### config.mk
export PLATFORM = sky130hd
export DESIGN_NAME = char_writer_flat
export DESIGN_NICKNAME = d
export VERILOG_FILES = /design/src/rtl/char_writer_if.sv /design/src/rtl/char_writer.sv /design/src/flat_wrapper.sv
export SDC_FILE = /design/constraint.sdc
export NUM_CORES = 1
export LEC_CHECK = 0
export CAP_MARGIN = 25
export CORE_MARGIN = 3
export CORE_UTILIZATION = 41
export CTS_BUF_LIST = sky130_fd_sc_hd__clkbuf_8
export DETAILED_ROUTE_END_ITERATION = 6
export SLEW_MARGIN = 25
export SYNTH_ARGS = -nofsm -noshare
export SYNTH_HDL_FRONTEND = slang
export SYNTH_SLANG_ARGS = --single-unit
### constraint.sdc
create_clock -name clk -period 10.3 [get_ports clk]
set_clock_uncertainty 0.1 [all_clocks]
set_input_delay 2.575 -clock clk [delete_from_list [all_inputs] [get_ports clk]]
set_output_delay 2.575 -clock clk [all_outputs]
set_load 0.005 [all_outputs]
### src/rtl/char_writer_if.sv
// Host-side byte stream plus character-buffer write port and cursor/scroll status.
// The host (master) drives data/valid; char_writer (slave) drives everything else.
interface char_writer_if #(
    parameter int ADDR_W = 11
);
    logic [7:0]        data;
    logic              valid;
    logic              ready;
    logic [7:0]        din;
    logic [ADDR_W-1:0] waddr;
    logic              write_en;
    logic [6:0]        cursor_x;
    logic [4:0]        cursor_y;
    logic [4:0]        first_row;

    modport master (
        output data, valid,
        input  ready, din, waddr, write_en, cursor_x, cursor_y, first_row
    );

    modport slave (
        input  data, valid,
        output ready, din, waddr, write_en, cursor_x, cursor_y, first_row
    );
endinterface

### src/rtl/char_writer.sv
// VT52-style write controller for a COLS x ROWS character buffer: prints bytes at the
// cursor, handles cursor/scroll control codes, and blanks ranges with a one-cell-per-cycle fill.
module char_writer #(
    parameter int COLS   = 80,
    parameter int ROWS   = 25,
    parameter int ADDR_W = 11
) (
    input  logic         clk,
    input  logic         reset_n,
    char_writer_if.slave bus
);
    localparam logic [1:0] ST_IDLE = 2'd0;
    localparam logic [1:0] ST_ESC  = 2'd1;
    localparam logic [1:0] ST_FILL = 2'd2;

    localparam logic [6:0] X_MAX = 7'(COLS - 1);
    localparam logic [4:0] Y_MAX = 5'(ROWS - 1);

    logic [1:0]        state_q, state_d;
    logic [6:0]        cx_q, cx_d;
    logic [4:0]        cy_q, cy_d;
    logic [4:0]        first_row_q, first_row_d;
    logic [6:0]        fill_x_q, fill_x_d;
    logic [4:0]        fill_y_q, fill_y_d;
    logic [4:0]        end_y_q, end_y_d;
    logic              home_q, home_d;
    logic [7:0]        din_q, din_d;
    logic [ADDR_W-1:0] waddr_q, waddr_d;
    logic              we_q, we_d;
    logic              accept;

    // Logical (col, row) to physical buffer address, rotating rows by the scroll offset.
    function automatic logic [ADDR_W-1:0] phys_addr(input logic [6:0] col,
                                                    input logic [4:0] row,
                                                    input logic [4:0] fr);
        logic [5:0] sum;
        logic [4:0] prow;
        sum  = {1'b0, fr} + {1'b0, row};
        prow = (sum >= 6'(ROWS)) ? 5'(sum - 6'(ROWS)) : sum[4:0];
        return ADDR_W'(prow) * ADDR_W'(COLS) + ADDR_W'(col);
    endfunction

    assign bus.ready     = (state_q != ST_FILL);
    assign accept        = bus.valid && bus.ready;
    assign bus.din       = din_q;
    assign bus.waddr     = waddr_q;
    assign bus.write_en  = we_q;
    assign bus.cursor_x  = cx_q;
    assign bus.cursor_y  = cy_q;
    assign bus.first_row = first_row_q;

    always_comb begin
        // NOTE: every _d gets a hold-value default first so no path can infer a latch.
        state_d     = state_q;
        cx_d        = cx_q;
        cy_d        = cy_q;
        first_row_d = first_row_q;
        fill_x_d    = fill_x_q;
        fill_y_d    = fill_y_q;
        end_y_d     = end_y_q;
        home_d      = home_q;
        din_d       = din_q;
        waddr_d     = waddr_q;
        we_d        = 1'b0;

        case (state_q)
            ST_IDLE: begin
                if (accept) begin
                    if (bus.data >= 8'h20 && bus.data <= 8'h7E) begin
                        din_d   = bus.data;
                        waddr_d = phys_addr(cx_q, cy_q, first_row_q);
                        we_d    = 1'b1;
                        if (cx_q < X_MAX) cx_d = cx_q + 7'd1;
                    end else begin
                        case (bus.data)
                            8'h08: if (cx_q != 7'd0) cx_d = cx_q - 7'd1;
                            8'h0D: cx_d = 7'd0;
                            8'h0A: begin
                                if (cy_q < Y_MAX) begin
                                    cy_d = cy_q + 5'd1;
                                end else begin
                                    // Scroll: the new bottom row reuses the old top physical row.
                                    first_row_d = (first_row_q == Y_MAX) ? 5'd0 : first_row_q + 5'd1;
                                    fill_x_d    = 7'd0;
                                    fill_y_d    = Y_MAX;
                                    end_y_d     = Y_MAX;
                                    home_d      = 1'b0;
                                    state_d     = ST_FILL;
                                end
                            end
                            8'h0C: begin
                                fill_x_d = 7'd0;
                                fill_y_d = 5'd0;
                                end_y_d  = Y_MAX;
                                home_d   = 1'b1;
                                state_d  = ST_FILL;
                            end
                            8'h1B:   state_d = ST_ESC;
                            default: ;
                        endcase
                    end
                end
            end

            ST_ESC: begin
                if (accept) begin
                    state_d = ST_IDLE;
                    case (bus.data)
                        "H": begin
                            cx_d = 7'd0;
                            cy_d = 5'd0;
                        end
                        "K", "J": begin
                            fill_x_d = cx_q;
                            fill_y_d = cy_q;
                            end_y_d  = (bus.data == "K") ? cy_q : Y_MAX;
                            home_d   = 1'b0;
                            state_d  = ST_FILL;
                        end
                        "A":     if (cy_q != 5'd0) cy_d = cy_q - 5'd1;
                        "B":     if (cy_q < Y_MAX) cy_d = cy_q + 5'd1;
                        "C":     if (cx_q < X_MAX) cx_d = cx_q + 7'd1;
                        "D":     if (cx_q != 7'd0) cx_d = cx_q - 7'd1;
                        default: ;
                    endcase
                end
            end

            ST_FILL: begin
                din_d   = 8'h20;
                waddr_d = phys_addr(fill_x_q, fill_y_q, first_row_q);
                we_d    = 1'b1;
                if (fill_x_q == X_MAX && fill_y_q == end_y_q) begin
                    state_d = ST_IDLE;
                    if (home_q) begin
                        first_row_d = 5'd0;
                        cx_d        = 7'd0;
                        cy_d        = 5'd0;
                    end
                end else if (fill_x_q == X_MAX) begin
                    fill_x_d = 7'd0;
                    fill_y_d = fill_y_q + 5'd1;
                end else begin
                    fill_x_d = fill_x_q + 7'd1;
                end
            end

            default: state_d = ST_IDLE;
        endcase
    end

    // Reset parks the FSM in a whole-screen fill so the power-up clear starts on release.
    always_ff @(posedge clk) begin
        if (!reset_n) begin
            state_q     <= ST_FILL;
            cx_q        <= 7'd0;
            cy_q        <= 5'd0;
            first_row_q <= 5'd0;
            fill_x_q    <= 7'd0;
            fill_y_q    <= 5'd0;
            end_y_q     <= Y_MAX;
            home_q      <= 1'b1;
            din_q       <= 8'd0;
            waddr_q     <= '0;
            we_q        <= 1'b0;
        end else begin
            state_q     <= state_d;
            cx_q        <= cx_d;
            cy_q        <= cy_d;
            first_row_q <= first_row_d;
            fill_x_q    <= fill_x_d;
            fill_y_q    <= fill_y_d;
            end_y_q     <= end_y_d;
            home_q      <= home_d;
            din_q       <= din_d;
            waddr_q     <= waddr_d;
            we_q        <= we_d;
        end
    end
endmodule

### src/flat_wrapper.sv
// flat-port wrapper written by rule: the top's interface ports become plain ports
module char_writer_flat 
#(
    parameter int COLS   = 80,
    parameter int ROWS   = 25,
    parameter int ADDR_W = 11
)
  (clk, reset_n, bus_data, bus_valid, bus_ready, bus_din, bus_waddr, bus_write_en, bus_cursor_x, bus_cursor_y, bus_first_row);
  char_writer_if #(.ADDR_W(ADDR_W)) bus_i ();
  input  logic clk;
  input  logic reset_n;
  input wire logic [$bits(bus_i.data)-1:0] bus_data;
  input wire logic [$bits(bus_i.valid)-1:0] bus_valid;
  output wire logic [$bits(bus_i.ready)-1:0] bus_ready;
  output wire logic [$bits(bus_i.din)-1:0] bus_din;
  output wire logic [$bits(bus_i.waddr)-1:0] bus_waddr;
  output wire logic [$bits(bus_i.write_en)-1:0] bus_write_en;
  output wire logic [$bits(bus_i.cursor_x)-1:0] bus_cursor_x;
  output wire logic [$bits(bus_i.cursor_y)-1:0] bus_cursor_y;
  output wire logic [$bits(bus_i.first_row)-1:0] bus_first_row;
  assign bus_i.data = bus_data;
  assign bus_i.valid = bus_valid;
  assign bus_ready = bus_i.ready;
  assign bus_din = bus_i.din;
  assign bus_waddr = bus_i.waddr;
  assign bus_write_en = bus_i.write_en;
  assign bus_cursor_x = bus_i.cursor_x;
  assign bus_cursor_y = bus_i.cursor_y;
  assign bus_first_row = bus_i.first_row;
  char_writer #(.COLS(COLS), .ROWS(ROWS), .ADDR_W(ADDR_W)) u_core (.clk(clk), .reset_n(reset_n), .bus(bus_i));
endmodule
# Yosys cells after proc, flatten, opt, wreduce, memory -nomap -nowiden
# Cells that the tools add are included.
dict set report totals {
  regBits 57
  input_bits 11
  out_inout_bits 38
  word_cells 163
}
dict set report classes {
  add_sub_neg 13
  multipliers 2
  n_lt_le_gt_ge 6
  n_eq_ne 36
  n_mux 77
  n_reduce_logical 18
}
# op n
set op_table {}
lappend op_table {{5-bit 2-to-1 mux} 27}
lappend op_table {{7-bit 2-to-1 mux} 14}
lappend op_table {{7-bit case mux with 3 select lines} 3}
lappend op_table {{8-bit by 7-bit == test with 1-bit output, second input constant} 7}
lappend op_table {{5-bit case mux with 3 select lines} 3}
lappend op_table {{5-bit case mux with 2 select lines} 4}
lappend op_table {{8-bit by 4-bit == test with 1-bit output, second input constant} 4}
lappend op_table {{7-bit case mux with 2 select lines} 2}
lappend op_table {{11-bit by 7-bit adder with 11-bit output} 2}
lappend op_table {{11-bit 2-to-1 mux} 2}
lappend op_table {{11-bit case mux with 2 select lines} 1}
lappend op_table {{7-bit AND reduction} 3}
lappend op_table {{9-bit AND reduction} 2}
lappend op_table {{8-bit 2-to-1 mux} 2}
lappend op_table {{8-bit case mux with 2 select lines} 1}
lappend op_table {{5-bit by 1-bit adder with 5-bit output, second input constant} 3}
lappend op_table {{7-bit by 1-bit adder with 7-bit output, second input constant} 2}
lappend op_table {{5-bit by 3-bit multiplier with 7-bit output, second input constant} 2}
lappend op_table {{5-bit by 5-bit adder with 6-bit output} 2}
lappend op_table {{6-bit by 5-bit >= comparator with 1-bit output, second input constant} 2}
lappend op_table {{2-bit 2-to-1 mux} 6}
lappend op_table {{2-bit by 1-bit != test with 1-bit output, second input constant} 6}
lappend op_table {{2-bit != test, second input constant} 6}
lappend op_table {{2-bit case mux with 3 select lines} 2}
lappend op_table {{29 further kinds} 44}

# Depth between registers and ports, before layout
dict set report depth {
  ltp_word 8
  mapped_depth 19
  mapped_depth_nobuf 19
}

# Worst setup path after synthesis
# OpenSTA, ideal clock, no wires.
dict set report synth_path {
  path_type {register to register}
  startpoint {register u_core.cy_q[0], in the netlist u_core.bus.cursor_y[0]}
  endpoint {register u_core.waddr_q[10], in the netlist u_core.bus.waddr[10]}
  setup_time_ps 139
  t_arrival_ps 4439
  required_time_ps 10061
  slack_ps 5622
  path_stages_with_launch 18
  path_buffers 0
  cell_sequence {dfxtp_1 ha_1 inv_1 fa_1 ha_1 o2bb2ai_1 a222oi_1 o311a_1 nor3_1 or3_1 ha_1 fa_1 nand3_1 o21ai_0 o311ai_0 or4_1 nand3_1 a41oi_1}
}
dict set report synth_between {
  elab_chain_cells 8
  word_cells_on_any_way 9
  cone_classes {add/sub: 3; mul: 1; order compare: 1; mux: 4}
}
# element line
set synth_rtl {}
lappend synth_rtl {{start, declared} char_writer.sv:21} ;# logic [4:0] cy_q, cy_d;
lappend synth_rtl {{start signal, assigned} char_writer.sv:169} ;# cy_q <= cy_d;
lappend synth_rtl {{5-bit by 5-bit adder with 6-bit output *} char_writer.sv:38} ;# sum = {1'b0, fr} + {1'b0, row};
lappend synth_rtl {{5-bit subtractor or 6-bit by 5-bit >= comparator with 1-bit output (tied branches)} char_writer.sv:39} ;# prow = (sum >= 6'(ROWS)) ? 5'(sum - 6'(ROWS)) : sum[4:0];
lappend synth_rtl {{5-bit 2-to-1 mux *} char_writer.sv:39}
lappend synth_rtl {{5-bit by 3-bit multiplier with 7-bit output *} char_writer.sv:40} ;# return ADDR_W'(prow) * ADDR_W'(COLS) + ADDR_W'(col);
lappend synth_rtl {{11-bit by 7-bit adder with 11-bit output *} char_writer.sv:40}
lappend synth_rtl {{11-bit 2-to-1 mux *} char_writer.sv:69} ;# if (bus.data >= 8'h20 && bus.data <= 8'h7E) begin
lappend synth_rtl {{11-bit 2-to-1 mux *} char_writer.sv:68} ;# if (accept) begin
lappend synth_rtl {{11-bit case mux with 2 select lines *} char_writer.sv:66} ;# case (state_q)
lappend synth_rtl {{end signal, assigned} char_writer.sv:176} ;# waddr_q <= waddr_d;
lappend synth_rtl {{end, declared} char_writer.sv:28} ;# logic [ADDR_W-1:0] waddr_q, waddr_d;
# Every way passes the cells marked *; elsewhere a longest branch is shown, timed or not. The select of a mux whose other input is x is not followed.
# A chain may end at the register's enable or synchronous reset.

# Worst setup path in the final report
# Ends and elaborated chain as after synthesis.

==> flow_metrics.env <==
export IMPL_initial_core_util_pct=42.5
export IMPL_cts_repair_resized=0
export IMPL_fin_util_pct=48.8
export IMPL_yosysTopAreaCellShare_pct=23.1
export IMPL_relSlewSlack_pct=37.5
export IMPL_cts_sinks=57
export IMPL_start_kind="flip-flop"
export IMPL_ys_async_sr_fraction_pct=0
export IMPL_hold_viol_final=0
export IMPL_multi_input_area_um2=3560
export IMPL_fin_nets=737
export IMPL_max_freq_ghz=0.189
export IMPL_seq_area_frac_synth_pct=23.1
export IMPL_synth_xor_area_share_pct=6.38
export IMPL_avgSynthCellArea_um2=7.67
export IMPL_clock_latency_ps=350
export IMPL_status="finished, final reports clean"
export IMPL_antenna_found_initial=0
export IMPL_die_y_um=116
export IMPL_hpwlAfterDp_um=9840
export IMPL_path_class="flip-flop to flip-flop"
export IMPL_synth_top_area_cell="dfxtp_1"
export IMPL_diodes=0
export IMPL_syn_to_final_growth_pct=14.6
export IMPL_endpoint_kind="flip-flop"
export IMPL_post_cts_buffers=0
export IMPL_yosys_top_cells_count="nand2_1 (64), nor2_1 (64), dfxtp_1 (57)"
export IMPL_muxShareOfSynthArea_pct=4.10
export IMPL_yosys_warnings=0
export IMPL_design_die_area_um2=13400
export IMPL_synth_edf_count=0
export IMPL_synth_cells=644
export IMPL_drc=0
export IMPL_finalCritPeriodShare_pct=51.4
export IMPL_syn_area_um2=4940
export IMPL_p_leak_nw=2.31
export IMPL_setup_viol=0
export IMPL_maxCapViolations=0
export IMPL_ctsHoldBuffers=0
export IMPL_period_minus_slack_ps=5290
export IMPL_slew_violations=0
export IMPL_ys_flop_type="dfxtp_1"
export IMPL_tns_ps=0
export IMPL_die_x_um=116
export IMPL_grt_pass1_wl_um=21800
export IMPL_cts_root_buf="clkbuf_8"
export IMPL_rsz0062_at_grt="false"
export IMPL_wirelength_um=13400
export IMPL_syn_nets=707
export IMPL_path_clk_slew_ps=70
export IMPL_crit_arrival_ps=5390
export IMPL_ys_types=67
export IMPL_worst_pin_slew_ps=938
export IMPL_final_cells=822
export IMPL_power_density_nw_per_um2=78.1
export IMPL_core_area_um2=11600
export IMPL_port_buffers=48
export IMPL_grt_pass1_vias=4390
export IMPL_cts_max_level=3
export IMPL_place_gp_congestion=0.896
export IMPL_hp_class="flip-flop to flip-flop"
export IMPL_synth_top_family_by_area="simple AND/OR/NAND/NOR gates"
export IMPL_fillers=1143
export IMPL_synth_simple_area_share_pct=24.5
export IMPL_cp_required_ps=10400
export IMPL_drtAntennaViolNets=0
export IMPL_dp_cells=806
export IMPL_viasPerCell=5.84
export IMPL_num_vias=4798
export IMPL_regArea_um2=1140
export IMPL_wl_per_cell_um=16.3
export IMPL_ir_worst_vdd_mv=0.0536
export IMPL_ys_ff_latch=57
export IMPL_total_power_w=0.000443
export IMPL_drive_above_1_share_pct=3.83
export IMPL_netlist_top_cells_area="dfxtp_1 (23%), ha_1 (12%), nand2_1 (4.9%), nor2_1 (4.9%), a21oi_1 (4.7%)"
export IMPL_synth_fa_ha_area_share_pct=14.1
export IMPL_rows=39
export IMPL_grt_max_degree=51
export IMPL_first_pass_iters=5
export IMPL_drt_initial_drc_count=348
export IMPL_cts_made_buffers=9
export IMPL_cts_tree="done"
export IMPL_cts_path_max_buffers=2
export IMPL_io_pins=49
export IMPL_synth_compound_area_share_pct=23.0
export IMPL_crit_fanout=10
export IMPL_track_usage_pct=20.2
export IMPL_grt_overflow_total=0
critical path, stage by stage (launching register included):
cell and delay, ps:
dfxtp_1 570, ha_1 240, inv_1 50, fa_1 500, ha_1 290, and3b_1 200, o311ai_0 330, a21oi_1 220
a21oi_1 400, ha_1 320, ha_1 220, fa_1 560, a31oi_1 90, o21ai_0 160, o311ai_0 210, or4_1 460
nand3_1 100, a41oi_1 110
area by class of cell:
class	instances	share of cell area [%]
Multi-Input combinational cell	526	62.9
Sequential cell	57	20.2
Tap cell	143	3.16
Clock buffer	11	2.67
Inverter	30	1.99
Timing Repair Buffer	50	8.75
Clock inverter	5	0.398
per-layer routing:
layer	global-route usage (%)	up-vias	wire length [um]
li1	-	2391	-
met1	28.5	2265	6450
met2	31.5	127	6130
met3	4.07	15	585
met4	5.65	0	203
met5	0	-	0
cell usage in the layout (no fill, tap or decap), types with 7 or more instances in the layout:
master | synthesis | final
nand2_1 | 64 | 64
nand2b_1 | 7 | 7
a31oi_1 | 9 | 9
xor2_1 | 15 | 15
nor2_1 | 64 | 64
a211oi_1 | 9 | 9
xnor2_1 | 21 | 21
ha_1 | 46 | 46
nand4_1 | 7 | 7
clkdlybuf4s50_1 | 0 | 48
inv_1 | 29 | 31
nor2b_1 | 10 | 10
mux2i_1 | 18 | 18
nor3_1 | 13 | 13
a21oi_1 | 46 | 46
clkbuf_8 | 0 | 11
a21o_1 | 11 | 11
nand3_1 | 32 | 32
dfxtp_1 | 57 | 57
o21ai_0 | 38 | 38
metrics by stage:
stage	worst slack, ps	hold slack (ps)	cell area [um2]
after floorplan	5620	348	4940
after global placement	4790	346	5490
after detailed placement	4700	347	5490
after CTS	4990	354	5660
after global routing	4630	379	5660
final	5010	351	5660
worst paths after layout:
kind                     startpoint                   end  slack [ps]  cells after the start
max          u_core.bus.cursor_y[0]  u_core.bus.waddr[10]        5010                     17
min             u_core.bus.waddr[8]   u_core.bus.waddr[8]         350                      2
max reg2reg  u_core.bus.cursor_y[0]  u_core.bus.waddr[10]        5010                     17
min reg2reg     u_core.bus.waddr[8]   u_core.bus.waddr[8]         350                      2
registers in the layout, indices dropped and copies added, names as in the netlist, 5 cells and up:
name                  flops
u_core.bus.cursor_x       7
u_core.fill_y_q           5
u_core.bus.first_row      5
u_core.bus.waddr         11
u_core.bus.din            8
u_core.bus.cursor_y       5
u_core.end_y_q            5
u_core.fill_x_q           7
where the power goes:
group / internal (W) / total (W) / switching [W]
clock network: 0.0000974 / 0.000192 / 0.0000951
registers: 0.000222 / 0.000224 / 0.00000204
logic: 0.0000112 / 0.0000256 / 0.0000144
cells by family after synthesis:
| family | Yosys count |
|---|---|
| adders and majority gates | 52 |
| buffers and inverters | 61 |
| and+or+nand+nor | 245 |
| DFF | 57 |
| xor gates and xnor gates | 36 |
| AOI/OAI and AO/OA | 173 |
| muxes | 20 |
Note: power is estimated with default switching activity, not from simulation.
